`src/rtl/tdc_uart_rx.sv`:
```
// tdc_uart_rx: 8N1 UART receiver with start-glitch rejection, mid-bit sampling,
// stop-bit checking and a one-deep valid/ready holding register.
module tdc_uart_rx #(
  parameter int CLKS_PER_BIT = 104
) (
  input  logic       clk,
  input  logic       rst_n,
  input  logic       rx,
  output logic [7:0] data,
  output logic       valid,
  input  logic       ready,
  output logic       frame_err,
  output logic       overrun,
  output logic       busy
);

  localparam int CNT_W = $clog2(CLKS_PER_BIT);
  localparam logic [CNT_W-1:0] HALF_M1 = CNT_W'(CLKS_PER_BIT / 2 - 1);
  localparam logic [CNT_W-1:0] FULL_M1 = CNT_W'(CLKS_PER_BIT - 1);

  typedef enum logic [2:0] {IDLE, START, DATA, STOP, WAIT_HIGH} state_t;

  state_t           state, state_n;
  logic [CNT_W-1:0] cnt, cnt_n;
  logic [2:0]       bit_idx, bit_n;
  logic [7:0]       shift, shift_n;
  logic             rx_m, rx_s;
  logic             good_stop, bad_stop;

  // Two-flop synchronizer; resets to the idle (high) line level
  always_ff @(posedge clk or negedge rst_n) begin
    if (!rst_n) begin
      rx_m <= 1'b1;
      rx_s <= 1'b1;
    end else begin
      rx_m <= rx;
      rx_s <= rx_m;
    end
  end

  // State, bit timer, bit index and shift register
  always_ff @(posedge clk or negedge rst_n) begin
    if (!rst_n) begin
      state   <= IDLE;
      cnt     <= '0;
      bit_idx <= '0;
      shift   <= '0;
    end else begin
      state   <= state_n;
      cnt     <= cnt_n;
      bit_idx <= bit_n;
      shift   <= shift_n;
    end
  end

  // Next-state logic: half-bit start check, then full-bit spaced samples
  always_comb begin
    state_n   = state;
    cnt_n     = cnt;
    bit_n     = bit_idx;
    shift_n   = shift;
    good_stop = 1'b0;
    bad_stop  = 1'b0;
    case (state)
      IDLE: begin
        if (!rx_s) begin
          state_n = START;
          cnt_n   = '0;
        end
      end
      START: begin
        if (cnt == HALF_M1) begin
          cnt_n   = '0;
          bit_n   = '0;
          state_n = rx_s ? IDLE : DATA;
        end else begin
          cnt_n = cnt + 1'b1;
        end
      end
      DATA: begin
        if (cnt == FULL_M1) begin
          cnt_n   = '0;
          shift_n = {rx_s, shift[7:1]};
          if (bit_idx == 3'd7) state_n = STOP;
          else                 bit_n   = bit_idx + 1'b1;
        end else begin
          cnt_n = cnt + 1'b1;
        end
      end
      STOP: begin
        if (cnt == FULL_M1) begin
          cnt_n = '0;
          if (rx_s) begin
            good_stop = 1'b1;
            state_n   = IDLE;
          end else begin
            bad_stop  = 1'b1;
            state_n   = WAIT_HIGH;
          end
        end else begin
          cnt_n = cnt + 1'b1;
        end
      end
      WAIT_HIGH: begin
        if (rx_s) state_n = IDLE;
      end
      default: state_n = IDLE;
    endcase
  end

  assign busy = (state != IDLE);

  // Holding register: a consumer handshake in the same cycle frees the slot
  always_ff @(posedge clk or negedge rst_n) begin
    if (!rst_n) begin
      data      <= 8'h00;
      valid     <= 1'b0;
      frame_err <= 1'b0;
      overrun   <= 1'b0;
    end else begin
      frame_err <= bad_stop;
      overrun   <= good_stop & valid & ~ready;
      if (good_stop && (!valid || ready)) begin
        data  <= shift;
        valid <= 1'b1;
      end else if (valid && ready) begin
        valid <= 1'b0;
      end
    end
  end

endmodule
```
`config.mk`:
```
export PLATFORM = sky130hd
export DESIGN_NAME = tdc_uart_rx
export DESIGN_NICKNAME = d
export VERILOG_FILES = /design/src/rtl/tdc_uart_rx.sv
export SDC_FILE = /design/constraint.sdc
export NUM_CORES = 1
export LEC_CHECK = 0
export BUFFER_PORTS_ARGS = -buffer_cell sky130_fd_sc_hd__buf_2
export CORE_UTILIZATION = 51
export CTS_CLUSTER_SIZE = 20
export DETAILED_ROUTE_END_ITERATION = 7
export GPL_ROUTABILITY_DRIVEN = 0
export PLACE_DENSITY_LB_ADDON = 0.3
export SLEW_MARGIN = 0
export SYNTH_ARGS = -nofsm -noshare
export SYNTH_HDL_FRONTEND = slang
export SYNTH_SLANG_ARGS = --single-unit
```
`constraint.sdc`:
```
create_clock -name clk -period 1.6 [get_ports clk]
set_input_delay 0.4 -clock clk [delete_from_list [all_inputs] [get_ports clk]]
set_output_delay 0.4 -clock clk [all_outputs]
set_load 0.005 [all_outputs]
```
Word-level counts from Yosys, hierarchy flattened:

Cells that the tools add are included.

* latch bits: 0
* memory bits (read-only): 0
* input port bits: 4
* bits in registers: 34
* output and inout bits: 12
* memories kept: 0
* bits in writable memories: 0

* shift-type cells: 0
* bitwise operators: 3
* div/mod/pow operators: 0
* reduce and logical (&&, ||, !) cells: 14
* $add $sub $neg: 2
* multipliers: 0
* $lt $le $gt $ge: 0
* multiplexer cells: 25
* eq/ne operators: 14

Operators by type and width (count)
* 3-bit two-way mux: 10
* 7-bit two-way mux: 3
* 7-bit case mux with 3 select lines: 1
* 3-bit case mux with 5 select lines: 1
* 2-bit inequality test (second input constant): 7
* 1-bit two-way mux: 8
* 7-bit by 1-bit adder with 7-bit output (second input constant): 1
* 7-bit by 6-bit == test with 1-bit output (second input constant): 1
* 7-bit == test (second input constant): 1
* 3-bit by 2-bit == test with 1-bit output (second input constant): 2
* 3-bit == test (second input constant): 2
* 3-bit case mux with 2 select lines: 1
* 6-bit AND reduction: 1
* 3-bit nonzero test: 2
* 2-bit AND reduction: 2
* 4-bit AND reduction: 1
* 2-bit nonzero test: 2
* 3-bit by 1-bit adder with 3-bit output (second input constant): 1
* 3-bit by 1-bit == test with 1-bit output (second input constant): 1
* 3-bit zero test: 1
* 1-bit bitwise AND: 2
* 1-bit logical AND: 2
* 2-bit two-way mux: 1
* 2-bit OR reduction: 1
* 3 further kinds: 3

Longest topological paths before layout:

* depth in word-level cells: 5
* mapped depth: 6

Worst setup path after synthesis:

OpenSTA, ideal clock, no wires.

* kind: reg2reg
* start point: register bit_idx[0]
* end point: register bit_idx[0]
* period minus slack after synthesis: 1747 ps
* setup slack: -147 ps
* path buffers: 0
* arrival: 1622 ps
* stages on the path, launching flop included: 6
* cells stage by stage: dfrtp_1 -> ha_1 -> ha_1 -> or3_1 -> o32ai_4 -> mux2_4

* longest elaborated chain between the ends: 4
* elaborated cells between the ends (all ways): 7

RTL lines
* from (decl): RTL line 25 `logic [2:0] bit_idx, bit_n;`
* from (signal assigned): RTL line 51 `bit_idx <= bit_n;`
* 3-bit by 1-bit adder with 3-bit output: RTL line 85 `else bit_n = bit_idx + 1'b1;`
* 3-bit two-way mux: RTL line 84 `if (bit_idx == 3'd7) state_n = STOP;`
* 3-bit two-way mux: RTL line 81 `if (cnt == FULL_M1) begin`
* 3-bit case mux with 2 select lines: RTL line 64 `case (state)`

Several ways; a longest one is shown, not always the timed one. The select of a mux whose other input is x is not followed.
A chain may end at the register's enable or synchronous reset.

Final worst setup path:

* start point: register bit_idx[1]
* end point: register bit_idx[0]

* longest elaborated chain between the ends: 3

RTL lines (RTL line)
* 3-bit == test: 84
* 2-bit inequality test (no source line)
* 4-bit AND reduction (no source line)

Every way passes these cells.

==> reports/results.txt <==
Status: complete, but fails checks
Violated checks: design-rule violations, negative setup slack
Headroom to the max-slew limit: 72.4%
Share of total power consumed by net switching: 19.2%
Via count: 1237
Number of slew-limit violations in the final report: 0
Clock latency on the worst-skew pair: 0.33 ns
Fraction of layout instances using a drive strength above 1: 56.4%
Cts-stage hold buffer count: 0
Type of the worst min-delay path: in -> async
Initial antenna violation count: 0
Detailed Place HPWL: 2050 um
Total grt overflow: 0
TritonCTS Sinks: 34
Achievable Freq: 579 MHz
Routed WL: 3940 um
Element type at the critical path end: flop
Number of distinct library cells after synthesis: 41
Element type at the critical path start: flop
Number of nets produced by synthesis: 138
Part of the Yosys area used for sequential elements: 53.8%
GRT Overall Usage: 21.7%
Number of nets in the finished design: 194
Cell chain of the critical path: ha_2 -> ha_4 -> or3_4 -> o32ai_4 -> mux2_4
Routed Antenna Nets: 0
TritonCTS buffer count: 5
Chip width: 57.8 um
Initial cell density of the core: 55.6%
H-tree depth reported by CTS: 2
DP Area: 1870 um^2
Skew final: 0.0165 ns
Unrepaired setup endpoints after global routing: true
Placement row count: 19
Core footprint: 2850 um^2
Part of the power in registers: 56.2%
Routed length per instance: 18.0 um
Area of the die: 3340 um^2
Critical Path Fanout Max: 2
Internal cell power: 0.00124 W
Setup ws final: -0.126 ns
Port-buffer cells: 15
Most instantiated flip-flop cell in the synthesis netlist: sky130_fd_sc_hd__dfrtp_1
Number of storage elements in the synthesis netlist: 34
Cell types occupying the most area after synthesis: sky130_fd_sc_hd__dfrtp_1 (51%), sky130_fd_sc_hd__mux2_2 (11%), sky130_fd_sc_hd__nor2_1 (3.6%)
Proportion of synthesized flip-flops having asynchronous set or reset: 100%
Post-synthesis cell area: 1590 um^2
Initial drt markers: 47
Share of the synthesized area in the top cell type: 50.5%
First-pass detailed-route iteration total: 6
Largest voltage drop on the vdd net: 700 uV
Antenna diode instance count: 0
Average size of a mapped cell: 12.1 um^2
Slowest cell on crit path: sky130_fd_sc_hd__dfrtp_1
Clock network power share: 42.1%
Power Density: 695 nW/um^2
Finished Core Util: 77.7%
Via count of the first global-routing pass: 1151
Post-Place Worst Slack: -0.107 ns
Clock tree from TritonCTS: yes
Type of the setup path with the least slack: reg -> reg
Drt via density: 5.65
Total number of yosys warnings: 0
Fin crit share: 108%
Number of DRC violations after detailed routing: 1
Clock period minus worst slack: 1.73 ns
Number of buffers between clock root and the deepest sink: 2
Leakage Power: 1.09 nW
Total setup violations reported at the end of the flow: 21
Cells after Synth: 131
Leading area contributor after synthesis: sky130_fd_sc_hd__dfrtp_1
Sw power: 0.000296 W
Logic pwr share: 1.7%
Post-synth EDFFs: 0
Leading cell type in the layout, fill and taps excluded: sky130_fd_sc_hd__dfrtp_1
Largest incremental delay on the critical path: 0.40 ns
Count of final hold-check violations: 0
Most used cells in the layout excluding fill and tap cells: sky130_fd_sc_hd__dfrtp_1 (30), sky130_fd_sc_hd__buf_4 (29), sky130_fd_sc_hd__buf_2 (15)
Area growth syn-to-layout: 39.8%
Global-route wire length before repair: 5280 um
Finished layout cell area: 2220 um^2
Count of max-cap constraint violations: 0
Top Ports: 16
Buffer cell driving the clock tree root: sky130_fd_sc_hd__clkbuf_4
Maximum number of pins on one net before global-route repair: 35
Worst endpoint required time: 1.82 ns
Slew @ Worst Pin: 0.415 ns
Clk slew on worst S/H paths: 0.11 ns
Arrival time reported for the critical path endpoint: 1.95 ns
Die Height: 57.8 um
what timing repair did:
action                                 4_1_cts  5_1_grt
setup endpoints to repair                   22       29
pin swaps                                    8       13
gates cloned                                 0        0
endpoints found under the hold margin        0        0
setup buffers                                3        9
gates resized for setup                     27       13
synth_stat cells (all sizes together) (3+ instances only):
master / instances
nand2: 10
ha: 3
xnor2: 4
buf: 3
nand3: 4
a21oi: 3
nor3: 3
inv: 4
dfrtp: 32
mux2: 17
nor2: 15
path summary, 6_finish.rpt:
check	from	to	slack [ns]	depth (start not counted)
worst max-delay path	bit_idx[1]$_DFFE_PN0P_	bit_idx[0]$_DFFE_PN0P_	-0.13	5
worst min-delay path	rst_n	shift[0]$_DFFE_PN0P_	0.08	2
worst max register to register	bit_idx[1]$_DFFE_PN0P_	bit_idx[0]$_DFFE_PN0P_	-0.13	5
worst min register to register	rx_m$_DFF_PN1_	rx_s$_DFF_PN1_	0.36	0
max in group asynchronous	rst_n	rx_m$_DFF_PN1_	1.18	2
min in group clk	rx	rx_m$_DFF_PN1_	0.17	1
sequential cells by signal (all words and copies together), names as in the netlist:
register   flops
data           8
shift          8
cnt            7
bit_idx        3
state          3
frame_err      1
overrun        1
rx_m           1
rx_s           1
valid          1
power groups by stage:
stage | logic [W] | registers, W | clock network (W)
detailed placement | 0.0000268 | 0.000881 | 0
global route | 0.0000317 | 0.000865 | 0.000690
floorplan | 0.00000122 | 0.000882 | 0
finish | 0.0000268 | 0.000864 | 0.000648
global placement | 0.0000262 | 0.000881 | 0
CTS | 0.0000270 | 0.000864 | 0.000654
cell families after synthesis:
logic type                 after synthesis  share of synthesized area (%)
xor gates and xnor gates                 4                           2.21
muxes                                   19                           13.6
DFF                                     34                           53.8
and+or+nand+nor                         50                           18.1
AOI/OAI and AO/OA                       13                           7.26
adders and majority gates                3                           2.37
buffers and inverters                    8                           2.68
routing by layer:
metal,vias up,global-route usage [%],wire (um)
li1,573,-,-
met1,626,28.6,1720
met2,28,32.9,2010
met3,10,6.03,124
met4,0,11.2,93
met5,-,0,0
worst max-delay path: cells and delay by family (launching register included):
kind,cells,cell delay [ns]
flip-flops,1,0.40
AND/OR/NAND/NOR,1,0.37
adder cells (fa/ha/maj),2,0.36
multiplexers,1,0.33
AO/OA/AOI/OAI,1,0.16
cell type report:
type                            count  area (um^2)
Multi-Input combinational cell     89          812
Sequential cell                    34          856
Fill cell                         175          637
Tap cell                           31         38.8
Clock buffer                        7         55.1
Clock inverter                      1         30.0
Inverter                            4         17.5
Timing Repair Buffer               53          407
per-stage QoR:
step	setup TNS [ns]	std cells	total power [W]	hold slack (ns)
detailed placement	-0.654	199	0.000908	0.347
global route	-2.76	219	0.00159	0.109
finish	-1.60	219	0.00154	0.0752
global placement	-0.483	199	0.000907	0.348
floorplan	-0.117	131	0.000884	0.104
CTS	-0.432	210	0.00155	0.0794
Power figures use the tool's default switching activity.
